### src/rtl/tour_cmd_seq.sv
// rtl/tour_cmd_seq.sv - knight's-tour move replay and UART command passthrough to cmd_proc
module tour_cmd_seq #(
    parameter int         NUM_MOVES = 24,
    parameter logic [3:0] MV_OPC    = 4'h4,
    parameter logic [3:0] FAN_OPC   = 4'h5,
    localparam int        IW        = $clog2(NUM_MOVES)
) (
    input  logic          clk,
    input  logic          rst,
    input  logic          start_tour,
    input  logic          rev,
    input  logic [7:0]    move,
    output logic [IW-1:0] mv_indx,
    input  logic [15:0]   cmd_UART,
    input  logic          cmd_rdy_UART,
    input  logic          clr_cmd_rdy,
    input  logic          send_resp,
    output logic [15:0]   cmd,
    output logic          cmd_rdy,
    output logic [7:0]    resp,
    output logic          busy,
    output logic          mv_err
);

    localparam logic [IW-1:0] LAST_IDX = IW'(NUM_MOVES - 1);
    localparam logic [IW-1:0] ONE_IDX  = IW'(1);

    localparam logic [7:0] HDG_NORTH = 8'h00;
    localparam logic [7:0] HDG_SOUTH = 8'h7F;
    localparam logic [7:0] HDG_EAST  = 8'hBF;
    localparam logic [7:0] HDG_WEST  = 8'h3F;
    localparam logic [7:0] RESP_DONE = 8'hA5;
    localparam logic [7:0] RESP_ACK  = 8'h5A;

    typedef enum logic [2:0] {
        IDLE,
        FETCH,
        DECODE,
        LEG1,
        DONE1,
        LEG2,
        DONE2
    } state_t;

    state_t      state, state_n;
    logic        rev_q;
    logic [15:0] leg1, leg2;

    logic        ld_idx, step_idx, ld_leg, err_n;
    logic [1:0]  dx_mag, dy_mag;
    logic        dx_neg, dy_neg;
    logic        one_hot;
    logic        is_last;
    logic [15:0] leg1_d, leg2_d;

    // Magnitude and sign of each leg for the forward direction
    always_comb begin
        dx_mag = 2'd0;
        dy_mag = 2'd0;
        dx_neg = 1'b0;
        dy_neg = 1'b0;
        case (move)
            8'h01: begin dx_mag = 2'd1; dy_mag = 2'd2;                                 end
            8'h02: begin dx_mag = 2'd1; dy_mag = 2'd2; dx_neg = 1'b1;                  end
            8'h04: begin dx_mag = 2'd2; dy_mag = 2'd1; dx_neg = 1'b1;                  end
            8'h08: begin dx_mag = 2'd2; dy_mag = 2'd1; dx_neg = 1'b1; dy_neg = 1'b1;   end
            8'h10: begin dx_mag = 2'd1; dy_mag = 2'd2; dx_neg = 1'b1; dy_neg = 1'b1;   end
            8'h20: begin dx_mag = 2'd1; dy_mag = 2'd2;                dy_neg = 1'b1;   end
            8'h40: begin dx_mag = 2'd2; dy_mag = 2'd1;                dy_neg = 1'b1;   end
            8'h80: begin dx_mag = 2'd2; dy_mag = 2'd1;                                 end
            default: begin dx_mag = 2'd0; dy_mag = 2'd0;                               end
        endcase
    end

    assign one_hot = (move != 8'h00) && ((move & (move - 8'h01)) == 8'h00);

    // Reverse replay undoes each move, so both components flip sign
    assign leg1_d = {MV_OPC,  ((dy_neg ^ rev_q) ? HDG_SOUTH : HDG_NORTH), 2'b00, dy_mag};
    assign leg2_d = {FAN_OPC, ((dx_neg ^ rev_q) ? HDG_WEST  : HDG_EAST),  2'b00, dx_mag};

    assign is_last = rev_q ? (mv_indx == '0) : (mv_indx == LAST_IDX);

    always_comb begin
        state_n  = state;
        ld_idx   = 1'b0;
        step_idx = 1'b0;
        ld_leg   = 1'b0;
        err_n    = 1'b0;
        cmd      = leg1;
        cmd_rdy  = 1'b0;
        resp     = RESP_ACK;
        case (state)
            IDLE: begin
                cmd     = cmd_UART;
                cmd_rdy = cmd_rdy_UART;
                resp    = RESP_DONE;
                if (start_tour) begin
                    ld_idx  = 1'b1;
                    state_n = FETCH;
                end
            end
            FETCH: state_n = DECODE;
            DECODE: begin
                if (!one_hot) begin
                    err_n   = 1'b1;
                    state_n = IDLE;
                end else begin
                    ld_leg  = 1'b1;
                    state_n = LEG1;
                end
            end
            LEG1: begin
                cmd_rdy = 1'b1;
                if (clr_cmd_rdy) state_n = DONE1;
            end
            DONE1: begin
                if (send_resp) state_n = LEG2;
            end
            LEG2: begin
                cmd     = leg2;
                cmd_rdy = 1'b1;
                if (clr_cmd_rdy) state_n = DONE2;
            end
            DONE2: begin
                cmd = leg2;
                // The final acknowledgement doubles as the tour-complete byte
                if (is_last) resp = RESP_DONE;
                if (send_resp) begin
                    if (is_last) begin
                        state_n = IDLE;
                    end else begin
                        step_idx = 1'b1;
                        state_n  = FETCH;
                    end
                end
            end
            default: state_n = IDLE;
        endcase
    end

    always_ff @(posedge clk or posedge rst) begin
        if (rst) begin
            state   <= IDLE;
            mv_indx <= '0;
            rev_q   <= 1'b0;
            busy    <= 1'b0;
            mv_err  <= 1'b0;
            leg1    <= 16'h0000;
            leg2    <= 16'h0000;
        end else begin
            state  <= state_n;
            busy   <= (state_n != IDLE);
            mv_err <= err_n;
            if (ld_idx) begin
                rev_q   <= rev;
                mv_indx <= rev ? LAST_IDX : '0;
            end else if (step_idx) begin
                mv_indx <= rev_q ? (mv_indx - ONE_IDX) : (mv_indx + ONE_IDX);
            end
            if (ld_leg) begin
                leg1 <= leg1_d;
                leg2 <= leg2_d;
            end
        end
    end

endmodule

### config.mk
export PLATFORM = sky130hd
export DESIGN_NAME = tour_cmd_seq
export DESIGN_NICKNAME = d
export VERILOG_FILES = /design/src/rtl/tour_cmd_seq.sv
export SDC_FILE = /design/constraint.sdc
export NUM_CORES = 1
export LEC_CHECK = 0
export ABC_CLOCK_PERIOD_IN_PS = 2450
export CAP_MARGIN = 5
export CORE_ASPECT_RATIO = 2
export CORE_MARGIN = 5
export CORE_UTILIZATION = 28
export CTS_CLUSTER_DIAMETER = 120
export DETAILED_ROUTE_END_ITERATION = 8
export PLACE_DENSITY = 0.53
export SLEW_MARGIN = 5
export SYNTH_ARGS = -nofsm -noshare
export SYNTH_HDL_FRONTEND = slang
export SYNTH_SLANG_ARGS = --single-unit
### constraint.sdc
create_clock -name clk -period 2.45 [get_ports clk]
set_clock_uncertainty 0.05 [all_clocks]
set_input_delay 0.245 -clock clk [delete_from_list [all_inputs] [get_ports clk]]
set_output_delay 0.245 -clock clk [all_outputs]
set_load 0.01 [all_outputs]
==> summary.md, run 1 <==
| Metric | Value |
|---|---|
| TNS Setup | `0 ps` |
| Clock slew at reported path FFs | `60 ps` |
| CTS Buf Count | `3` |
| Yosys cell types | `59` |
| Post-route cell area | `2450 µm²` |
| Final min period | `approximately 2400 ps` |
| Worst setup path endpoint | `cmd[0]` |
| All-Layer GR Usage | `13.0%` |
| Async set or reset register ratio after synthesis | `100%` |
| Antenna cells | `0` |
| Tightest Pin Transition | `between 600 and 700 ps` |
| Hold Violations, Final | `0` |
| Max cap viols | `0` |
| # port buffers | `62` |
| Initial core utilization | `29.0%` |
| Cell depth of the worst setup path | `4` |
| Max frequency | `roughly 430 MHz` |
| Peak VDD IR | `0.520 mV` |
| Sw power | `1.05 mW` |
| Die ar. | `7370 µm²` |
| DR top layer | `met4` |
| Flop-to-flop setup slack | `220 ps` |
| Metal-1 WL | `around 1600 µm` |
| Crit path cell chain | `buf_4 -> or3_1 -> o221a_2 -> clkdlybuf4s50_1` |
| Detailed-route DRC error count | `0` |
| Max Slew Vio Count | `0` |
| Unrepaired setup endpoints after global routing | `false` |
| WP buf/inv | `2` |
| # fillers | `between 500 and 600` |
| Met3 wire len | `197 µm` |
| Avg Vias per Cell | `5.06` |
| Leakage power | `1.13 nW` |
| Most frequent cells after synthesis | `dfrtp_1 (16), nand2_1 (16), nor2_1 (13)` |
| Pwr dens | `around 1000 nW/µm²` |
| First-pass DRT Iterations | `4` |
| Non-filler cells in the finished layout | `between 300 and 400` |
| First-pass GRT wire length | `between 7000 and 8000 µm` |
| Reg2Reg Depth | `7` |
| Wire length on met2 | `3020 µm` |
| Initial antenna violation count | `0` |
| Core ar. | `5470 µm²` |
| Placed Area | `between 2000 and 2500 µm²` |
| Max incr delay on CP | `490 ps` |
| Num rows | `38` |
| RR Endpoint | `mv_indx[4]` |
| Yosys warns | `0` |
| Final worst-path cycle share | `between 90% and 100%` |
| Critical R2R Launch | `rev_q` |
| Worst skew pair latency | `~260 ps` |
| Crit. End Element | `output port` |
| Clock tree buffer depth | `2` |
| Syn Nets | `218` |
| Routed via count | `around 1,600` |
| Number of flops mapped to enable cells by yosys | `0` |
| Area contributors post-synth | `dfrtp_1 (25%), mux2_4 (3.8%), nand2_1 (3.8%)` |
| Largest area contributor in the netlist | `dfrtp_1` |
| Die height | `116 µm` |
| Dpl hpwl | `4070 µm` |
| WS Path Type | `flip-flop to output port` |
| Area share of the largest cell type after synthesis | `25.2%` |
| Maximum number of pins on one net before global-route repair | `17` |
| Total power | `2.52 mW` |
| Status | `finished, final reports clean` |
| CTS tree | `built` |
| Flop pwr share | `18.9%` |
| Top FF cell, synth | `dfrtp_1` |
| CP delay by family, top | `buffers and inverters` |
| Final #Nets | `290` |
| Sw Ratio | `41.5%` |
| Combinational power share | `a little under three quarters` |
| Total gr overflow | `0` |
| Mapped Area | `1590 µm²` |
| Seq/Total Area, Yosys | `between 20% and 30%` |
| Die W | `63.2 µm` |
| Max FO, Critical Path | `15` |
| Layout cell share with drive strength beyond 1 | `roughly 22%` |
| Routed Antenna Nets | `0` |
| Synth Area per Inst | `~8.7 µm²` |
| Hold crit path type | `input pin to asynchronous set/reset pin` |
| CTS H-tree lvls | `1` |
| CTS root buf | `clkbuf_8` |
| Drt wl/cell | `15.6 µm` |
| Sequential Area | `404 µm²` |
| # placed instances | `305` |
| Total wire length | `4900 µm` |
| Clk pwr share | `a little under a tenth` |
| Final setup vio count | `0` |
| # IOs | `63` |
| Crit path required time | `2150 ps` |
| Critical path launch point type | `flip-flop` |
| Worst rel slew slack | `58.1%` |
| Number of global-route vias before repair | `around 1,600` |
| Cell Int Power | `1.48 mW` |
| Area delta synth->final | `54.4%` |
| Hold_ws | `322 ps` |
| CP max-delay cell | `clkdlybuf4s50_1` |
| CP Launch Point | `state[1]` |
| Synth Instances | `183` |
| Worst Path Arrival | `2060 ps` |
| Placer Congestion | `0.791` |
| Num Clock Sinks | `16` |
| First DRT Iteration DRCs | `44` |
| Yosys reg bits | `16` |
| Multi-input logic area | `around 1100 µm²` |
## kinds of logic (layout without fill, tap and decap cells)
family	after synthesis	count (layout)	share of synthesized area, %
multiplexers	10	10	7.72
AO/OA/AOI/OAI	52	52	27.0
AND/OR/NAND/NOR	65	65	22.0
adder cells (fa/ha/maj)	4	4	3.63
XOR/XNOR	10	10	5.52
flip-flops	16	16	25.2
buffers and inverters	26	97	8.90
## registers in the layout, indices dropped and copies added, names as in the netlist
name and cells:
busy 1, rev_q 1, mv_err 1, mv_indx 5
leg2 2, state 3, leg1 3
## worst min path at each step
stage	start	end	slack [ps]	cells after the start
floorplan	rst	busy	110	1
global placement	leg2[11]	leg2[11]	450	1
detailed placement	leg2[9]	leg2[9]	440	2
CTS	rst	state[0]	360	2
global route	rst	mv_indx[4]	400	2
finish	rst	mv_err	320	2
## power groups by stage
stage | clock [mW] | combinational (mW) | sequential, mW
global route | 0.264 | 1.98 | 0.492
CTS | 0.244 | 1.79 | 0.471
global placement | 0 | 1.81 | 0.475
finish | 0.243 | 1.81 | 0.476
detailed placement | 0 | 1.83 | 0.475
floorplan | 0 | 1.01 | 0.456
## placed cells by master (no fill, tap or decap), types with 4 or more instances in the layout
master	count
clkbuf_8	4
dlygate4sd2_1	6
nand2_1	16
inv_1	8
dfrtp_1	13
and2_1	4
buf_4	22
xnor2_1	6
dlymetal6s2s_1	8
nor2_1	12
mux2i_1	4
mux2_4	4
clkdlybuf4s50_1	48
a21o_1	7
xor2_1	4
nor2b_1	5
o21ai_0	8
a21oi_1	10
## layout make-up
class	count	area share, %
multi-input cells	141	44.0
repair buffers	85	33.0
well taps	60	3.06
inverters	8	1.23
flip-flops and latches	16	16.5
clock buffers	4	2.25
## layer usage
layer / vias to the layer above / global-route usage, %
li1: 801 / -
met1: 750 / 11.8
met2: 32 / 27.6
met3: 6 / 1.92
met4: 0 / 4.44
met5: - / 0
## metrics by stage
stage / worst slack, ps / util (%)
CTS: 7.86 / 43.3
global placement: 87.3 / 42.2
detailed placement: 59.8 / 42.2
floorplan: 441 / -
finish: 97.2 / 44.8
global route: 2.53 / 44.8
## worst register-to-register path: cells and delay by family (launching register included)
family | cells | cell delay, ps
AO/OA/AOI/OAI | 2 | 260
adder cells (fa/ha/maj) | 1 | 420
buffers and inverters | 1 | 200
flip-flops | 1 | 480
AND/OR/NAND/NOR | 3 | 740
## what timing repair did
| item | 4_1_cts | 5_1_grt |
|---|---|---|
| hold buffers | 0 | 0 |
| pin swaps | 1 | 1 |
| endpoints found under the setup margin | 8 | 17 |
| setup buffers | 1 | 4 |
| cloned | 0 | 0 |
| gates resized for setup | 7 | 18 |
(Power assumes the default switching activity.)
==> run 2, diff against run 1 <==
CORE_MARGIN = default   (was 5)
GPL_TIMING_DRIVEN = 0   (was default)
TNS_END_PERCENT = 30   (was default)
==> summary.md, run 2 (same netlist as run 1, synthesis figures left out) <==
| Metric | Value |
|---|---|
| Status | `finished, final reports clean` |
| First DRT Iteration DRCs | `50 (+14%)` |
| Total gr overflow | `0 (unchanged)` |
| Avg Vias per Cell | `5.21 (+2.9%)` |
| CP delay by family, top | `buffers and inverters` |
| Clock slew at reported path FFs | `70 ps (about the same)` |
| Routed Antenna Nets | `0 (unchanged)` |
| CTS Buf Count | `3 (unchanged)` |
| Placer Congestion | `0.761 (-3.8%)` |
| Num rows | `38 (unchanged)` |
| CTS H-tree lvls | `1 (unchanged)` |
| Clock tree buffer depth | `2 (unchanged)` |
| Final #Nets | `292 (+0.69%)` |
| Reg2Reg Depth | `7 (unchanged)` |
| Layout cell share with drive strength beyond 1 | `23.8% (+2.2 points)` |
| Die ar. | `5990 µm² (-19%)` |
| Final setup vio count | `0 (unchanged)` |
| Peak VDD IR | `0.594 mV (+14%)` |
| Max Slew Vio Count | `0 (unchanged)` |
| Antenna cells | `0 (unchanged)` |
| Hold Violations, Final | `0 (unchanged)` |
| CTS tree | `built` |
| WS Path Type | `flip-flop to output port` |
| Total wire length | `4970 µm (+1.5%)` |
| All-Layer GR Usage | `17.4% (+4.4 points)` |
| Critical path launch point type | `flip-flop` |
| Core ar. | `5420 µm² (-0.87%)` |
| Hold buffers post-CTS | `0 (unchanged)` |
| Drt wl/cell | `15.7 µm (+0.89%)` |
| First-pass GRT wire length | `8220 µm (+8.2%)` |
| # IOs | `63 (unchanged)` |
| Post-route cell area | `2460 µm² (+0.56%)` |
| Max cap viols | `0 (unchanged)` |
| Area delta synth->final | `55.2%` |
| Placed Area | `2250 µm² (-2.3%)` |
| Num Clock Sinks | `16 (unchanged)` |
| Worst rel slew slack | `55.3% (-2.8 points)` |
| Leakage power | `1.11 nW (-2.3%)` |
| Initial core utilization | `29.3% (+0.25 points)` |
| Final min period | `2390 ps (+32.8 ps)` |
| # fillers | `580 (+4.7%)` |
| Max FO, Critical Path | `10 (-5)` |
| First-pass DRT Iterations | `4 (unchanged)` |
| Die W | `55.2 µm (-13%)` |
| Crit path required time | `2150 ps (about the same)` |
| Initial antenna violation count | `0 (unchanged)` |
| Critical R2R Launch | `mv_indx[1]` |
| Hold_ws | `329 ps (+6.84 ps)` |
| Die height | `108 µm (-6.9%)` |
| Unrepaired setup endpoints after global routing | `true` |
| Worst skew pair latency | `260 ps (about the same)` |
| WP buf/inv | `3 (+1)` |
| Crit. End Element | `output port` |
| Tightest Pin Transition | `670 ps (+41.8 ps)` |
| Final worst-path cycle share | `97.4% (+1.3 points)` |
| Pwr dens | `1100 nW/µm² (+6.9%)` |
| RR Endpoint | `mv_indx[4]` |
| Max reg flops | `5 (unchanged)` |
| Dpl hpwl | `3930 µm (-3.5%)` |
| CP max-delay cell | `clkdlybuf4s50_1` |
| Routed via count | `1,645 (+3.5%)` |
| Maximum number of pins on one net before global-route repair | `17 (unchanged)` |
| Number of global-route vias before repair | `1,663 (+3.4%)` |
| Largest registers | `mv_indx (5), leg1 (3), state (3)` |
| Worst Path Arrival | `2090 ps (+30 ps)` |
| Max frequency | `419 MHz (-1.4%)` |
| Detailed-route DRC error count | `0 (unchanged)` |
| # port buffers | `59 (-4.8%)` |
| Largest Register | `mv_indx` |
| Hold crit path type | `input pin to asynchronous set/reset pin` |
| Crit path cell chain | `clkbuf_8 -> clkbuf_4 -> nor2_1 -> o311ai_2 -> o221a_2 -> clkdlybuf4s50_1` |
| Max incr delay on CP | `520 ps (+30 ps)` |
| Commonest non-fill, non-tap cell in the layout | `clkdlybuf4s50_1` |
| CTS root buf | `clkbuf_8` |
| Flop-to-flop setup slack | `240 ps (+20 ps)` |
| Commonest cells after routing, fill and taps aside | `clkdlybuf4s50_1 (50), buf_4 (19), nand2_1 (16)` |
-- run 2: cell types whose count changed in the layout (fill, tap and decap cells not counted), moves of 2 or more --
cell | previous run | this run
buf_4 | 22 | 19
dlymetal6s2s_1 | 8 | 6
clkdlybuf4s50_1 | 48 | 50
dfrtp_2 | 3 | 1
dlygate4sd2_1 | 6 | 1
clkbuf_4 | 0 | 3
dfrtp_1 | 13 | 15
buf_2 | 0 | 3
buf_6 | 1 | 3
-- run 2: power by group --
group / switching (mW) / leakage, nW / total [mW] / internal (mW)
registers: 0.0944 / 0.198 / 0.451 / 0.356
logic: 0.897 / 0.881 / 2.02 / 1.12
clock network: 0.104 / 0.0288 / 0.247 / 0.143
total: 1.10 / 1.11 / 2.71 / 1.62
-- run 2: per-stage QoR --
| stage | power (mW) | setup WS [ps] | util [%] | TNS, ps | instances |
|---|---|---|---|---|---|
| after floorplan | 1.47 | 441 | - | 0 | 183 |
| after CTS | 2.72 | -173 | 44.8 | -623 | 316 |
| after global placement | 2.30 | -413 | 41.6 | -3490 | 302 |
| after detailed placement | 2.31 | -380 | 41.6 | -3450 | 302 |
| after global routing | 2.96 | -30.1 | 45.5 | -114 | 316 |
| final | 2.71 | 64.4 | 45.5 | 0 | 316 |
-- run 2: area by class of cell --
type	instances	area (µm²)	area share (%)
repair buffers	69	674	27.4
well taps	60	75.1	3.05
plain buffers	18	143	5.79
flip-flops and latches	16	402	16.3
multi-input cells	141	1090	44.1
inverters	8	30.0	1.22
clock buffers	4	55.1	2.23
-- run 2: repair_timing --
item                                   in CTS  in global routing
setup endpoints to repair                  25                 18
endpoints found under the hold margin       0                  0
setup buffers                              10                  0
gates resized for setup                    21                 17
pin swaps                                   5                  2
-- run 2: per-layer routing --
metal  vias up  track usage (%)  part of all wire [%]
met5         -                0                     0
met4         0             4.29                  0.95
met3         5             1.91                   3.0
met2        42             37.3                    63
met1       791             16.7                    33
li1        807                -                     -
-- run 2: worst max path at each step --
stage / start / to / slack, ps / depth (start not counted)
floorplan: mv_indx[0] / mv_indx[4] / 440 / 7
global placement: state[0] / cmd[5] / -410 / 6
detailed placement: state[0] / cmd[8] / -380 / 6
CTS: mv_indx[1] / resp[6] / -170 / 7
global route: state[1] / cmd[5] / -30 / 7
finish: state[0] / cmd[0] / 60 / 6
